`src/rtl/pipe_ctrl_unit_pkg.sv`:
```
// Shared types for the pipeline sequencer: FSM state encoding, default
// widths and the latch-control bundle with its decode function.
package pipe_ctrl_unit_pkg;

    localparam int W_DEF     = 5;
    localparam int CNT_W_DEF = 32;

    typedef enum logic [2:0] {
        ST_IDLE      = 3'd0,
        ST_RUN       = 3'd1,
        ST_STEP_WAIT = 3'd2,
        ST_STEP_GO   = 3'd3,
        ST_HALTED    = 3'd4
    } state_t;

    typedef struct packed {
        logic pc_ena;
        logic if_id_ena;
        logic id_ex_ena;
        logic ex_mem_ena;
        logic mem_wb_ena;
        logic if_id_flush;
        logic id_ex_flush;
    } latch_ctl_t;

    // Frozen when not advancing; a load-use stall holds PC/IF_ID and bubbles
    // ID_EX, and it overrides a taken branch (the branch re-resolves next cycle).
    function automatic latch_ctl_t latch_ctl(input logic adv,
                                             input logic load_use,
                                             input logic branch_taken);
        latch_ctl_t c;
        c = '0;
        if (adv) begin
            c.id_ex_ena  = 1'b1;
            c.ex_mem_ena = 1'b1;
            c.mem_wb_ena = 1'b1;
            if (load_use) begin
                c.id_ex_flush = 1'b1;
            end else begin
                c.pc_ena      = 1'b1;
                c.if_id_ena   = 1'b1;
                c.if_id_flush = branch_taken;
            end
        end
        return c;
    endfunction

endpackage

```
`src/rtl/pipe_ctrl_unit_if.sv`:
```
// Pipeline-side bundle of the sequencer: hazard inputs from ID/EX/WB and
// the enable/flush controls going back to the PC and pipeline latches.
interface pipe_ctrl_unit_if #(
    parameter int W = 5
);
    logic [W-1:0] id_rs;
    logic [W-1:0] id_rt;
    logic         id_uses_rt;
    logic         ex_mem_read;
    logic [W-1:0] ex_rt;
    logic         branch_taken;
    logic         halt_wb;

    logic pc_ena;
    logic if_id_ena;
    logic id_ex_ena;
    logic ex_mem_ena;
    logic mem_wb_ena;
    logic if_id_flush;
    logic id_ex_flush;

    // Sequencer side: drives latch controls, observes hazards.
    modport master (
        input  id_rs, id_rt, id_uses_rt, ex_mem_read, ex_rt, branch_taken, halt_wb,
        output pc_ena, if_id_ena, id_ex_ena, ex_mem_ena, mem_wb_ena,
               if_id_flush, id_ex_flush
    );

    // Pipeline side: reports hazards, obeys latch controls.
    modport slave (
        output id_rs, id_rt, id_uses_rt, ex_mem_read, ex_rt, branch_taken, halt_wb,
        input  pc_ena, if_id_ena, id_ex_ena, ex_mem_ena, mem_wb_ena,
               if_id_flush, id_ex_flush
    );
endinterface

```
`src/rtl/pipe_ctrl_unit_load_use_detect.sv`:
```
// Load-use hazard compare: the load in EX writes a register the ID
// instruction reads. Register 0 is never a real dependency.
module load_use_detect #(
    parameter int W = 5
) (
    input  logic         ex_mem_read,
    input  logic [W-1:0] ex_rt,
    input  logic [W-1:0] id_rs,
    input  logic [W-1:0] id_rt,
    input  logic         id_uses_rt,
    output logic         load_use
);
    assign load_use = ex_mem_read && (ex_rt != '0) &&
                      ((ex_rt == id_rs) || (id_uses_rt && (ex_rt == id_rt)));
endmodule

```
`src/rtl/pipe_ctrl_unit.sv`:
```
// Central sequencer for the PC and IF_ID/ID_EX/EX_MEM/MEM_WB latches:
// run / single-step / halt FSM plus load-use and branch hazard control.
// Optional feature: define PIPE_CTRL_STALL_CNT_EN to add the stall_cnt
// output counting load-use stall cycles.
module pipe_ctrl_unit
    import pipe_ctrl_unit_pkg::*;
#(
    parameter int W     = W_DEF,
    parameter int CNT_W = CNT_W_DEF
) (
    input  logic             clk,
    input  logic             reset,
    input  logic             start,
    input  logic             mode_step,
    input  logic             step_req,
    pipe_ctrl_unit_if.master pipe,
    output logic             running,
    output logic             halted,
`ifdef PIPE_CTRL_STALL_CNT_EN
    output logic [CNT_W-1:0] stall_cnt,
`endif
    output logic [CNT_W-1:0] cycle_cnt
);

    state_t     state, next_state;
    logic       step_req_q;
    logic       adv;
    logic       load_use;
    latch_ctl_t ctl;

    load_use_detect #(.W(W)) u_load_use (
        .ex_mem_read (pipe.ex_mem_read),
        .ex_rt       (pipe.ex_rt),
        .id_rs       (pipe.id_rs),
        .id_rt       (pipe.id_rt),
        .id_uses_rt  (pipe.id_uses_rt),
        .load_use    (load_use)
    );

    // Next-state and latch-control decode from current state and hazards.
    always_comb begin
        // NOTE: every output gets a default first so no path leaves a latch.
        next_state = state;
        adv        = 1'b0;
        case (state)
            ST_IDLE: begin
                if (start) next_state = mode_step ? ST_STEP_WAIT : ST_RUN;
            end
            ST_RUN: begin
                adv = 1'b1;
                if (pipe.halt_wb) next_state = ST_HALTED;
            end
            ST_STEP_WAIT: begin
                if (step_req && !step_req_q) next_state = ST_STEP_GO;
            end
            ST_STEP_GO: begin
                adv        = 1'b1;
                next_state = pipe.halt_wb ? ST_HALTED : ST_STEP_WAIT;
            end
            ST_HALTED: begin
                next_state = ST_HALTED;
            end
            default: next_state = ST_IDLE;
        endcase
        ctl = latch_ctl(adv, load_use, pipe.branch_taken);
    end

    assign pipe.pc_ena      = ctl.pc_ena;
    assign pipe.if_id_ena   = ctl.if_id_ena;
    assign pipe.id_ex_ena   = ctl.id_ex_ena;
    assign pipe.ex_mem_ena  = ctl.ex_mem_ena;
    assign pipe.mem_wb_ena  = ctl.mem_wb_ena;
    assign pipe.if_id_flush = ctl.if_id_flush;
    assign pipe.id_ex_flush = ctl.id_ex_flush;

    // State register, step-edge history and registered status flags.
    always_ff @(posedge clk or negedge reset) begin
        // NOTE: async reset drops the FSM to IDLE at once, which zeroes every
        // enable combinationally; state updates use non-blocking assignment.
        if (!reset) begin
            state      <= ST_IDLE;
            step_req_q <= 1'b0;
            running    <= 1'b0;
            halted     <= 1'b0;
        end else begin
            state      <= next_state;
            step_req_q <= step_req;
            running    <= next_state inside {ST_RUN, ST_STEP_WAIT, ST_STEP_GO};
            halted     <= (next_state == ST_HALTED);
        end
    end

    // Advance-cycle counter, wraps naturally at 2^CNT_W.
    always_ff @(posedge clk or negedge reset) begin
        if (!reset)   cycle_cnt <= '0;
        else if (adv) cycle_cnt <= cycle_cnt + CNT_W'(1);
    end

`ifdef PIPE_CTRL_STALL_CNT_EN
    // Load-use stall counter, wraps like cycle_cnt.
    always_ff @(posedge clk or negedge reset) begin
        if (!reset)               stall_cnt <= '0;
        else if (adv && load_use) stall_cnt <= stall_cnt + CNT_W'(1);
    end
`endif

endmodule
```
`src/flat_wrapper.sv`:
```
// flat-port wrapper written by rule: the top's interface ports become plain ports
module pipe_ctrl_unit_flat import pipe_ctrl_unit_pkg::*;
#(
    parameter int W     = W_DEF,
    parameter int CNT_W = CNT_W_DEF
)
  (clk, reset, start, mode_step, step_req, running, halted, cycle_cnt, pipe_id_rs, pipe_id_rt, pipe_id_uses_rt, pipe_ex_mem_read, pipe_ex_rt, pipe_branch_taken, pipe_halt_wb, pipe_pc_ena, pipe_if_id_ena, pipe_id_ex_ena, pipe_ex_mem_ena, pipe_mem_wb_ena, pipe_if_id_flush, pipe_id_ex_flush);
  pipe_ctrl_unit_if #(.W(W)) pipe_i ();
  input  logic clk;
  input  logic reset;
  input  logic start;
  input  logic mode_step;
  input  logic step_req;
  output logic running;
  output logic halted;
  output logic [CNT_W-1:0] cycle_cnt;
  input wire logic [$bits(pipe_i.id_rs)-1:0] pipe_id_rs;
  input wire logic [$bits(pipe_i.id_rt)-1:0] pipe_id_rt;
  input wire logic [$bits(pipe_i.id_uses_rt)-1:0] pipe_id_uses_rt;
  input wire logic [$bits(pipe_i.ex_mem_read)-1:0] pipe_ex_mem_read;
  input wire logic [$bits(pipe_i.ex_rt)-1:0] pipe_ex_rt;
  input wire logic [$bits(pipe_i.branch_taken)-1:0] pipe_branch_taken;
  input wire logic [$bits(pipe_i.halt_wb)-1:0] pipe_halt_wb;
  output wire logic [$bits(pipe_i.pc_ena)-1:0] pipe_pc_ena;
  output wire logic [$bits(pipe_i.if_id_ena)-1:0] pipe_if_id_ena;
  output wire logic [$bits(pipe_i.id_ex_ena)-1:0] pipe_id_ex_ena;
  output wire logic [$bits(pipe_i.ex_mem_ena)-1:0] pipe_ex_mem_ena;
  output wire logic [$bits(pipe_i.mem_wb_ena)-1:0] pipe_mem_wb_ena;
  output wire logic [$bits(pipe_i.if_id_flush)-1:0] pipe_if_id_flush;
  output wire logic [$bits(pipe_i.id_ex_flush)-1:0] pipe_id_ex_flush;
  assign pipe_i.id_rs = pipe_id_rs;
  assign pipe_i.id_rt = pipe_id_rt;
  assign pipe_i.id_uses_rt = pipe_id_uses_rt;
  assign pipe_i.ex_mem_read = pipe_ex_mem_read;
  assign pipe_i.ex_rt = pipe_ex_rt;
  assign pipe_i.branch_taken = pipe_branch_taken;
  assign pipe_i.halt_wb = pipe_halt_wb;
  assign pipe_pc_ena = pipe_i.pc_ena;
  assign pipe_if_id_ena = pipe_i.if_id_ena;
  assign pipe_id_ex_ena = pipe_i.id_ex_ena;
  assign pipe_ex_mem_ena = pipe_i.ex_mem_ena;
  assign pipe_mem_wb_ena = pipe_i.mem_wb_ena;
  assign pipe_if_id_flush = pipe_i.if_id_flush;
  assign pipe_id_ex_flush = pipe_i.id_ex_flush;
  pipe_ctrl_unit #(.W(W), .CNT_W(CNT_W)) u_core (.clk(clk), .reset(reset), .start(start), .mode_step(mode_step), .step_req(step_req), .pipe(pipe_i), .running(running), .halted(halted), .cycle_cnt(cycle_cnt));
endmodule
```
`config.mk`:
```
export PLATFORM = sky130hd
export DESIGN_NAME = pipe_ctrl_unit_flat
export DESIGN_NICKNAME = d
export VERILOG_FILES = /design/src/rtl/pipe_ctrl_unit_pkg.sv /design/src/rtl/pipe_ctrl_unit_if.sv /design/src/rtl/pipe_ctrl_unit_load_use_detect.sv /design/src/rtl/pipe_ctrl_unit.sv /design/src/flat_wrapper.sv
export SDC_FILE = /design/constraint.sdc
export NUM_CORES = 1
export LEC_CHECK = 0
export CORE_MARGIN = 5
export CORE_UTILIZATION = 38
export CTS_CLUSTER_DIAMETER = 150
export DETAILED_ROUTE_END_ITERATION = 6
export DONT_BUFFER_PORTS = 1
export GPL_TIMING_DRIVEN = 0
export PLACE_DENSITY = 0.56
export SYNTH_ARGS = -nofsm -noshare
export SYNTH_HDL_FRONTEND = slang
export SYNTH_HIERARCHICAL = 1
export SYNTH_SLANG_ARGS = --single-unit
```
`constraint.sdc`:
```
create_clock -name clk -period 3.9 [get_ports clk]
set_input_delay 1.17 -clock clk [delete_from_list [all_inputs] [get_ports clk]]
set_output_delay 1.17 -clock clk [all_outputs]
set_load 0.02 [all_outputs]
```
==> results by stage <==
Run status:
- The flow ran to the end, and the final reports show no timing, DRC or antenna violations.

Critical path:
- The data arrival time of the worst path is 2.58 ns.
- By startpoint and endpoint, the worst setup path is classified as primary input to output pin.
- Setup slack on the worst reg-to-reg path comes out at 2.13 ns.
- Counting buffers and inverters, the worst setup path is 5 cells deep.
- The nature of the critical path endpoint is an output pin.
- The sort of element at the start of the critical path is a primary input.
- The maximum fanout along the worst path is 3.
- The worst-path cell with the longest stage delay is sky130_fd_sc_hd__or4_1.
- The number of cell instances on the worst register-to-register path is 5.
- Walking the worst path, the cells encountered are or4_1 > o21ai_1 > a21oi_1 > nor2_1 > and2_1.
- The number of buffers and inverters on the critical path is 0.
- The category of cells accounting for the largest share of critical-path delay is simple AND/OR/NAND/NOR gates.
- The maximum single-stage delay on the critical path is approximately 0.52 ns.
- For the worst setup path, the data required time is 2.73 ns.

Synth:
- In this run, synthesis produced a sequential element count of 38.
- The prevailing post-synth register cell is sky130_fd_sc_hd__dfrtp_1.
- The number of synthesized flops with an enable pin is 0.
- The total number of yosys warnings is 6.
- The synthesized cell area is 1990 um^2.
- For this run, the register share of the synthesized area comes to 0.477.
- The number of instances in the synthesized netlist is 181.
- The number of different library cells used by synthesis comes to 37.
- The net count of the mapped netlist is 206.
- Dividing the synthesized area by the synthesized cell count gives ~11 um^2.
- The post-synthesis async set-or-reset flop share is 1.00.

Drt:
- The total wire length after detailed routing is 4.08 mm.
- In the routed design, unresolved DRC markers number 0.
- Summing over every cut layer, the via total after detailed routing is 1310.
- The highest routed metal layer is met4.
- The first-pass iteration count of the detailed router is 4.
- Wire segments on met3 add up to between 200 and 300 um in the final route.
- After detailed routing, the average wire length per cell comes to 15.7 um.
- The detailed-routed wire length on met2 is 2.11 mm.
- The remaining antenna violation count is 0.
- The number of DRC violations after detailed-routing iteration 0 is 71.
- The via-per-instance ratio is between 5 and 6.
- The length of routed wiring on met1 is 1.65 mm.

Power:
- The internal power of the cells is 0.721 mW.
- The clock share of power is 0.301.
- The power density of the placed cells is approximately 490 nW/um^2.
- The part of the total power dissipated in combinational logic is 0.193.
- Across the VDD grid, the largest voltage drop is approximately 0.24 mV.
- Of the total power, the share spent switching nets is 0.334.
- The share of total power dissipated in sequential elements is 0.506.
- In this run the static leakage power is ~1.0 nW.
- The switching power is 0.362 mW.

Cells and area:
- In the final layout, the share of cells above drive strength 1 is 0.153.
- The utilization after layout is 0.429.
- The most common cell after layout, fill and taps aside is sky130_fd_sc_hd__dfrtp_1.
- Relative to the synthesized area, the layout overhead comes to 9.85%.
- The repair_antennas step left the layout with diodes totalling 0.
- The count of nets after finishing is 213.
- Counting the fill cells in the layout gives between 400 and 500.
- The library cells used most frequently in the layout, excluding fill and tap cells, are 38 x sky130_fd_sc_hd__dfrtp_1, 24 x sky130_fd_sc_hd__xor2_1, 17 x sky130_fd_sc_hd__xnor2_1.
- With fillers left out, the area of the finished cells amounts to 2190 um^2.

Floorplanning:
- The floorplan step set the die width to between 80 and 90 um.
- The initial core utilization is 0.390.
- The site row count is 26.
- The overall die height is 82.4 um.
- The total area inside the core boundary comes to 5110 um^2.
- The area of the die is just under 7000 um^2.
- In this run the count of I/O pins placed on the die edge is 65.

Placement:
- At the end of routability-driven placement, the weighted congestion stood at 0.794.
- The half-perimeter wire length after detailed placement is slightly above 3 mm.
- The number of buffers inserted by port buffering is 0.
- The instance area after placement is 2080 um^2.
- The worst slack at placement is around 0.14 ns.

Timing:
- The part of the cycle the worst path needs is 0.962.
- The worst path needs 3.75 ns of the cycle, external delays included.
- At the pin with the least slew margin, the transition time is 0.466 ns.
- Adding up every negative setup slack in the final design gives 0 ns.
- The hold violation total from the final report is 0.
- Headroom to the max-slew limit came out at 0.688.
- Setup violations remaining at the end of the flow were counted as 0.
- Setup repair after global routing left no endpoint under its margin.
- The maximum clock frequency is 267 MHz.
- Setup slack on the critical path of the routed design comes to ~0.15 ns.
- On the final layout, the worst hold slack is 0.566 ns.
- The worst clock skew is 0.00893 ns.
- The count of final max-slew check failures is 0.

CTS:
- CTS placed an instance of sky130_fd_sc_hd__clkbuf_8 at the clock tree root.
- The number of buffers added for setup after CTS is 0.
- The number of hold buffers added after CTS was 0.
- Counting along the longest clock path gives a buffer depth of 2.
- The H-tree depth is 2.
- TritonCTS created 5 clock buffers.
- For the worst-skew pair, the clock arrives at the later sink with an insertion delay of roughly 0.29 ns.
- TritonCTS built the clock tree.
- After clock tree synthesis, the clock-pin slew on the worst setup and hold paths is 0.08 ns.
- The total clock sinks is 38.
- The number of gates resized after CTS was 0.

Global route:
- The via count of the first global-routing pass is 1386.
- The number of antenna violations at the first check in global routing is 0.
- The first global-routing pass estimated 6.74 mm of wire.
- In the global route stage, overall resource usage came out at 0.131.
- Entering global routing, the biggest net connects 39 pins.
- The aggregate global routing overflow is 0.

Flow run:
- The count of max-cap constraint violations is 0.

Hold path:
- The path class of the tightest hold or removal check is primary input to asynchronous set/reset pin.
## final timing paths
kind                                        end                start
max                            pipe_if_id_flush        pipe_ex_rt[1]
min                        u_core/cycle_cnt[27]                reset
max reg2reg                u_core/cycle_cnt[26]  u_core/cycle_cnt[0]
min reg2reg                     u_core/state[1]      u_core/state[2]
max in group asynchronous  u_core/cycle_cnt[12]                reset
min in group clk                u_core/state[1]      u_core/state[2]
## flip-flops by register name (all words and copies together), names as in the netlist
register           count
u_core/cycle_cnt      32
u_core/state           3
u_core/halted          1
u_core/running         1
u_core/step_req_q      1
## routing by layer
layer / global-route usage / vias to the layer above
li1: - / 629
met1: 0.152 / 643
met2: 0.224 / 34
met3: 0.0499 / 4
met4: 0.0399 / 0
met5: 0 / -
## cell families after synthesis
family / synth area share
AO/OA/AOI/OAI: 0.0220
buffers and inverters: 0.0395
AND/OR/NAND/NOR: 0.275
XOR/XNOR: 0.180
flip-flops: 0.477
adder cells (fa/ha/maj): 0.00627
## worst register-to-register path: cells and delay by family, from the launching register on
family                     cells  cell delay [ns]
and+or+nand+nor                3             0.69
xor gates and xnor gates       1             0.17
adders and majority gates      1             0.32
DFF                            1             0.52
## power by group through the flow
stage / clock, mW / combinational (mW) / sequential [mW]
global placement: 0 / 0.204 / 0.555
detailed placement: 0 / 0.210 / 0.557
floorplan: 0 / 0.187 / 0.536
global route: 0.351 / 0.235 / 0.556
finish: 0.326 / 0.210 / 0.548
CTS: 0.337 / 0.212 / 0.550
## metrics by stage
stage	power, mW	cells
5_1_grt	1.14	259
3_5_place_dp	0.768	251
4_1_cts	1.10	259
6_report	1.08	259
2_1_floorplan	0.723	181
3_3_place_gp	0.759	251
## cell usage after synthesis (3+ instances only)
cell	n	share of area
sky130_fd_sc_hd__nand2_1	15	0.028
sky130_fd_sc_hd__buf_4	3	0.011
sky130_fd_sc_hd__xnor2_1	17	0.075
sky130_fd_sc_hd__dfrtp_1	38	0.48
sky130_fd_sc_hd__nor2_1	8	0.015
sky130_fd_sc_hd__nand4_1	3	0.0094
sky130_fd_sc_hd__and3_1	4	0.013
sky130_fd_sc_hd__inv_1	11	0.021
sky130_fd_sc_hd__nor4_1	4	0.013
sky130_fd_sc_hd__nor3_1	9	0.023
sky130_fd_sc_hd__nor4_2	4	0.025
sky130_fd_sc_hd__and4_1	3	0.013
sky130_fd_sc_hd__nand3_1	8	0.020
sky130_fd_sc_hd__xor2_1	24	0.11
sky130_fd_sc_hd__o21ai_0	3	0.0075
## layout make-up
type                            instances  area (um^2)  area share
Inverter                               12         45.0      0.0206
Clock inverter                          3         40.0      0.0183
Clock buffer                            5         68.8      0.0314
Multi-Input combinational cell        127          965       0.440
Tap cell                               70         87.6      0.0400
Buffer                                  4         33.8      0.0154
Sequential cell                        38          951       0.434
Power figures use the tool's default switching activity.
